==> config.mk <==
export PLATFORM = sky130hd
export DESIGN_NAME = sqrt_rebuild
export DESIGN_NICKNAME = d
export VERILOG_FILES = /design/src/rtl/sqrt_pkg.sv /design/src/rtl/sq_shift_add.sv /design/src/rtl/sqrt_rebuild.sv
export SDC_FILE = /design/constraint.sdc
export NUM_CORES = 1
export LEC_CHECK = 0
export BUFFER_PORTS_ARGS = -buffer_cell sky130_fd_sc_hd__buf_2
export CAP_MARGIN = 25
export CORE_MARGIN = 8
export CORE_UTILIZATION = 55
export DETAILED_ROUTE_END_ITERATION = 8
export PLACE_DENSITY = 0.76
export SLEW_MARGIN = 25
export SYNTH_ARGS = -nofsm -noshare
export SYNTH_HDL_FRONTEND = slang
export SYNTH_SLANG_ARGS = --single-unit
==> constraint.sdc <==
create_clock -name clk -period 3.7 [get_ports clk]
set_input_delay 0.74 -clock clk [delete_from_list [all_inputs] [get_ports clk]]
set_output_delay 0.74 -clock clk [all_outputs]
set_load 0.02 [all_outputs]
==> src/rtl/sqrt_pkg.sv <==
// Shared widths, FSM encoding and constants for the root+remainder rebuild path.
package sqrt_pkg;
    localparam int W_ROOT = 8;
    localparam int W_DIN  = 2 * W_ROOT;
    localparam int CNT_W  = $clog2(W_ROOT);

    localparam logic [CNT_W-1:0] CNT_LAST = CNT_W'(W_ROOT - 1);
    localparam logic [7:0]       DROP_MAX = 8'd255;

    typedef enum logic [1:0] {
        ST_IDLE = 2'd0,
        ST_MUL  = 2'd1,
        ST_DONE = 2'd2
    } state_e;
endpackage

==> src/rtl/sq_shift_add.sv <==
// One combinational shift-add squaring step: adds root<<bit_idx when root[bit_idx] is set.
module sq_shift_add
    import sqrt_pkg::*;
(
    input  logic [W_DIN:0]    acc_in,
    input  logic [W_ROOT-1:0] root,
    input  logic [CNT_W-1:0]  bit_idx,
    output logic [W_DIN:0]    acc_out
);
    logic [W_DIN:0] root_ext;
    logic [W_DIN:0] addend;

    // Carry bit of the W_DIN+1 accumulator is kept so overflow can be flagged later.
    always_comb begin
        root_ext = {{(W_DIN + 1 - W_ROOT){1'b0}}, root};
        if (root[bit_idx]) begin
            addend = root_ext << bit_idx;
        end else begin
            addend = '0;
        end
        acc_out = acc_in + addend;
    end
endmodule

==> src/rtl/sqrt_rebuild.sv <==
// Rebuilds din = root*root + remain over W_ROOT shift-add cycles and flags invalid remainders.
module sqrt_rebuild
    import sqrt_pkg::*;
(
    input  logic              clk,
    input  logic              rst,
    input  logic              i_vld,
    input  logic [W_ROOT-1:0] sqrt_in,
    input  logic [W_DIN-1:0]  remain_in,
    output logic              i_rdy,
    output logic              o_vld,
    output logic [W_DIN-1:0]  dout,
    output logic              o_err,
    output logic [7:0]        drop_cnt
);
    state_e            state_q, state_d;
    logic [CNT_W-1:0]  cnt_q, cnt_d;
    logic [W_ROOT-1:0] root_q, root_d;
    logic [W_DIN:0]    acc_q, acc_d;
    logic              err_rem_q, err_rem_d;
    logic              o_vld_q, o_vld_d;
    logic [W_DIN-1:0]  dout_q, dout_d;
    logic              o_err_q, o_err_d;
    logic [7:0]        drop_q, drop_d;
    logic [W_DIN:0]    acc_step;

    sq_shift_add u_step (
        .acc_in  (acc_q),
        .root    (root_q),
        .bit_idx (cnt_q),
        .acc_out (acc_step)
    );

    // Next-state, datapath and output-register computation.
    always_comb begin
        state_d   = state_q;
        cnt_d     = cnt_q;
        root_d    = root_q;
        acc_d     = acc_q;
        err_rem_d = err_rem_q;
        o_vld_d   = 1'b0;
        dout_d    = dout_q;
        o_err_d   = o_err_q;
        drop_d    = drop_q;

        if (i_vld && (state_q != ST_IDLE) && (drop_q != DROP_MAX)) begin
            drop_d = drop_q + 8'd1;
        end else begin
            drop_d = drop_q;
        end

        case (state_q)
            ST_IDLE: begin
                if (i_vld) begin
                    root_d    = sqrt_in;
                    acc_d     = {1'b0, remain_in};
                    // A floor-sqrt remainder never exceeds 2*root.
                    err_rem_d = ({1'b0, remain_in} >
                                 {{(W_DIN - W_ROOT){1'b0}}, sqrt_in, 1'b0});
                    cnt_d     = '0;
                    state_d   = ST_MUL;
                end else begin
                    state_d   = ST_IDLE;
                end
            end
            ST_MUL: begin
                acc_d = acc_step;
                cnt_d = cnt_q + CNT_W'(1);
                if (cnt_q == CNT_LAST) begin
                    state_d = ST_DONE;
                end else begin
                    state_d = ST_MUL;
                end
            end
            ST_DONE: begin
                o_vld_d = 1'b1;
                dout_d  = acc_q[W_DIN-1:0];
                o_err_d = err_rem_q | acc_q[W_DIN];
                state_d = ST_IDLE;
            end
            default: begin
                state_d = ST_IDLE;
            end
        endcase
    end

    // State and output registers with synchronous reset.
    always_ff @(posedge clk) begin
        if (rst) begin
            state_q   <= ST_IDLE;
            cnt_q     <= '0;
            root_q    <= '0;
            acc_q     <= '0;
            err_rem_q <= 1'b0;
            o_vld_q   <= 1'b0;
            dout_q    <= '0;
            o_err_q   <= 1'b0;
            drop_q    <= 8'd0;
        end else begin
            state_q   <= state_d;
            cnt_q     <= cnt_d;
            root_q    <= root_d;
            acc_q     <= acc_d;
            err_rem_q <= err_rem_d;
            o_vld_q   <= o_vld_d;
            dout_q    <= dout_d;
            o_err_q   <= o_err_d;
            drop_q    <= drop_d;
        end
    end

    assign i_rdy    = (state_q == ST_IDLE);
    assign o_vld    = o_vld_q;
    assign dout     = dout_q;
    assign o_err    = o_err_q;
    assign drop_cnt = drop_q;
endmodule

Word-level counts from Yosys, hierarchy flattened
Cells that the tools add are included.
Widths: inputs -> output; s select.
- register bits: 57
- bits in latches: 0
- RAM bits: 0
- ROM bits: 0
- input port bits: 27
- output and inout port bits: 27
- word-level logic and storage cells: 39
- memories: 0
- $add $sub $neg: 3
- multiply operators: 0
- divide/modulo/power cells: 0
- magnitude comparators: 2
- equal/unequal tests: 5
- shift operators: 1
- mux-type cells: 11
- bitwise logic cells: 1
- reductions and logical operators: 7
- operator list (cell ; number):
    $mux 17 ; 2
    $pmux 17 s2 ; 1
    $add 17x17->17 ; 1
    $shl 8x3->17 ; 1
    $gt 16x9->1 ; 1
    $add 8x1->8 const B ; 1
    $ne 8x8->1 const B ; 1
    $pmux 3 s2 ; 1
    $lt 3x4->1 const B ; 1
    $pmux 2 s2 ; 1
    $reduce_and 2->1 ; 2
    $reduce_bool 2->1 ; 2
    $add 3x1->3 const B ; 1
    $bmux 1 s3 ; 1
    $eq 3x3->1 const B ; 1
    $mux 1 ; 3
    $mux 3 ; 1
    $eq 2x1->1 const B ; 1
    $eq 2x2->1 const B ; 1
    $logic_and 1x1->1 ; 2
    $logic_not 2->1 ; 1
    $mux 2 ; 1
    $ne 2x2->1 const B ; 1
    $or 1x1->1 ; 1

Logic depth before layout (Yosys ltp)
- depth in word-level cells: 5
- mapped depth: 15
- mapped depth without buffers: 13

By module
A second synthesis with hierarchy kept.
- cell total of the unflattened synthesis: 483
- area total of the unflattened synthesis: 3737.3 µm²
- by module, submodules not included (module ; instances ; cells an instance ; area an instance (µm²) ; sequential area each (µm²)):
    sqrt_rebuild ; 1 ; 300 ; 2441.1 ; 1141.1
    sq_shift_add ; 1 ; 183 ; 1296.2 ; 0.0

Worst setup path before layout
OpenSTA, ideal clock, no wires.
- kind: register to register
- start point: reg cnt_q[0]
- end point: reg acc_q[15]
- setup time: 0.130 ns
- arrival: 2.785 ns
- data required time: 3.570 ns
- slack: 0.784 ns
- stages on the path, launching flop included: 15
- buffers on the path: 2
- period minus slack after synthesis: 2.916 ns
- cells stage by stage: dfxtp_1 buf_4 buf_2 mux2_2 a21oi_1 nor2_1 a21oi_1 nor2_1 ha_1 a21o_1 a31o_2 o32ai_4 o31ai_1 xnor2_1 o22ai_1
- cells in the longest elaborated chain, start to end: 5
- RTL lines (element ; line ; RTL):
    start: declaration ; sqrt_rebuild.sv:17 ; logic [CNT_W-1:0] cnt_q, cnt_d;
    start signal: assignment ; sqrt_rebuild.sv:101 ; cnt_q <= cnt_d;
    $bmux 1 s3 ; sq_shift_add.sv:16 ; if (root[bit_idx]) begin
    $mux 1 (implied by the code) ; sq_shift_add.sv:16 ;
    $mux 17 * ; sq_shift_add.sv:16 ;
    $add 17x17->17 * ; sq_shift_add.sv:21 ; acc_out = acc_in + addend;
    $pmux 17 s2 * ; sqrt_rebuild.sv:52 ; case (state_q)
    end signal: assignment ; sqrt_rebuild.sv:93 ; acc_q <= '0;
    end signal: assignment ; sqrt_rebuild.sv:103 ; acc_q <= acc_d;
    end: declaration ; sqrt_rebuild.sv:19 ; logic [W_DIN:0] acc_q, acc_d;
Mark *: on every way between the ends. The rest lies on a longest branch, timed or not. The select of a mux whose other input is x is not followed.
A chain may end at the register's enable or synchronous reset.

Worst setup path in the final report
- start point: reg cnt_q[0]
- end point: reg acc_q[16]
The elaborated chain is that of the path after synthesis.

==> impl_metrics.yaml <==
outcome:
  status: "finished, final reports clean"
clock_network:
  cts_sinks: 57
  tritoncts: "built"
  hold_buffers: 0
  cts.clk_slew.worst_paths_ns: 0.08
  ctsLongestPathBuffers: 2
  ctsResizeCount: 0
  numCtsBuffers: 9
  post_cts.repair.setup_buffers: 0
  cts_root_buf: "clkbuf_8"
  htree_levels: 3
  clkLatencyLatePin_ns: 0.35
final_layout:
  syn_to_final_growth_pct: 14.8
  layoutNonFillerInstCount: 558
  layout-drive-gt1-share_pct: 18.7
  fin_util_pct: 64.2
  nFillCells: 558
  diodes: 0
  final_nets: 530
sta:
  hold_viol: 0
  slew_headroom_pct: 54.2
  grt_setup_unrepaired: "no"
  clock.fmax_mhz: 302
  fin_skew_ns: 0.0129
  setup_viol_count_final: 0
  worstMarginPinSlew_ns: 0.687
  slew_viol_final: 0
  setup_slack_ns: 0.394
  min_period_ns: 3.31
  setup_tns_ns: 0
  fin_crit_sh_pct: 89.4
yosys:
  synth_edf_count: 0
  ys.flop_type: "dfxtp_1"
  yosys_register_bits: 57
  synth_cell_types: 52
  synth_cells: 432
  syn_area_um2: 3490
  syn-num-nets: 486
  ys_warn_count: 0
  yosysSeqAreaShare_pct: 32.7
  avgSynthCellArea_um2: 8.07
  async_flop_share_pct: 0
detailed_routing:
  wl_per_cell_um: 16.4
  antenna_left: 0
  firstDrtPassIters: 5
  drt_iter0_drc: 227
  routed_wl_um: 9180
  drt_drc_violations_left: 0
  route.vias.total: 3226
  via_per_inst: 5.78
critical_path:
  cp.arrival_ns: 3.56
  start_kind: "flip-flop"
  path_max_fanout: 10
  critPathSlowestCell: "dfxtp_1"
  max_stage_delay_ns: 0.51
  cp_top_family: "compound AO/OA/AOI/OAI gates"
  endpoint_kind: "flip-flop"
  crit_chain: "buf_4 -> mux2_2 -> a21oi_1 -> nor2_1 -> a21oi_1 -> nor2_1 -> ha_1 -> a21o_1 -> a221oi_2 -> o21ai_1 -> a32oi_1 -> nand4b_1 -> o31ai_1"
  critPathRequiredTime_ns: 3.95
  cp.buffers_inverters: 1
  crit_type: "reg -> reg"
floorplan:
  pin_count: 54
  start_util_pct: 55.9
  core_um2: 6240
  fp.dieH_um: 95.6
  rows: 29
  die_w_um: 95.6
  dieArea_um2: 9140
global_routing:
  grtUsageMet3_pct: 4.33
  track_usage_pct: 21.0
  met2_usage_pct: 34.6
  overflow: 0
  grt_pass1_vias: 3153
  grt_pass1_wl_um: 15000
  top_usage_layer: "met2"
  grtUsageMet1_pct: 26.0
  grt_max_degree: 38
  antenna_found_initial: 0
run:
  cap_viol_max_count: 0
power:
  p_leak_nw: 1.68
  vdd_drop_max_uv: 257
  finalPower_mw: 1.53
  powerDensity_nw_per_um2: 383
worst_hold_path:
  hold_class: "reg -> reg"
placed_design:
  place_inst: 542
  place_hpwl_um: 7030
  place_ws_ns: 0.470
  port_buffers: 53
  place.gp.congestion: 0.892
## final cells by class
| type | count | area, um^2 | share of cell area, % |
|---|---|---|---|
| Clock buffer | 11 | 141 | 3.53 |
| Timing Repair Buffer | 59 | 310 | 7.75 |
| Clock inverter | 5 | 78.8 | 1.97 |
| Sequential cell | 57 | 1140 | 28.5 |
| Tap cell | 77 | 96.3 | 2.41 |
| Inverter | 12 | 45.0 | 1.13 |
| Multi-Input combinational cell | 337 | 2190 | 54.7 |
## power by group
part           switching [mW]  internal, mW  leakage (nW)
clock                   0.263         0.397         0.113
combinational           0.123        0.0848          1.10
sequential             0.0275         0.637         0.464
## tightest hold or removal path: stages, from the launching register on
cell     delay [ns]
dfxtp_1        0.31
nand2_1        0.05
a21oi_1        0.05
## cells by family after synthesis
group	count (synthesis)	synth area share [%]
multiplexers	15	5.24
adder cells (fa/ha/maj)	27	9.90
buffers and inverters	38	4.52
XOR/XNOR	20	5.02
AO/OA/AOI/OAI	117	22.2
AND/OR/NAND/NOR	158	20.3
flip-flops	57	32.7
## synth_stat cells, types with 8 or more instances
library cell,count,share of area [%]
a21oi_1,51,7.3
a22oi_1,13,2.8
clkbuf_1,17,1.8
dfxtp_1,57,33
ha_1,26,9.3
inv_1,12,1.3
nand2_1,75,8.1
nor2_1,35,3.8
o22ai_1,8,1.4
xnor2_1,13,3.3
## stage by stage
step,instance area (um^2),hold slack [ns]
after floorplan,3490,0.445
after global placement,3780,0.440
after detailed placement,3780,0.445
after CTS,4000,0.454
after global routing,4000,0.478
final,4000,0.454
## per-layer routing
metal	wire, um	share of wire, %
met1	4070	44
met2	4300	47
met3	555	6.0
met4	248	2.7
met5	0	0
## layout by cell type (no fill, tap or decap), drive strengths merged, types with 5 or more instances in the layout
master / count
nand3: 7
nor2: 36
xnor2: 13
dfxtp: 57
nor3: 7
mux2i: 7
inv: 12
nand2: 75
nor2b: 5
mux2: 6
nand2b: 5
and3: 7
o21ai: 10
o22ai: 8
xor2: 7
ha: 26
a21oi: 52
buf: 59
a22oi: 13
clkbuf: 11
## flip-flops by register name (all words and copies together), names as in the netlist
register,flops
drop_cnt,8
state_q,2
o_vld,1
dout,16
acc_q,17
err_rem_q,1
cnt_q,3
o_err,1
root_q,8
## path summary, 6_finish.rpt
path / endpoint / cells after the start / start / slack, ns
worst min-delay path: dout[11] / 2 / dout[11] / 0.45
worst max register to register: acc_q[16] / 13 / cnt_q[0] / 0.39
worst min register to register: dout[11] / 2 / dout[11] / 0.45
worst max-delay path: acc_q[16] / 13 / cnt_q[0] / 0.39
Power figures use the tool's default switching activity.
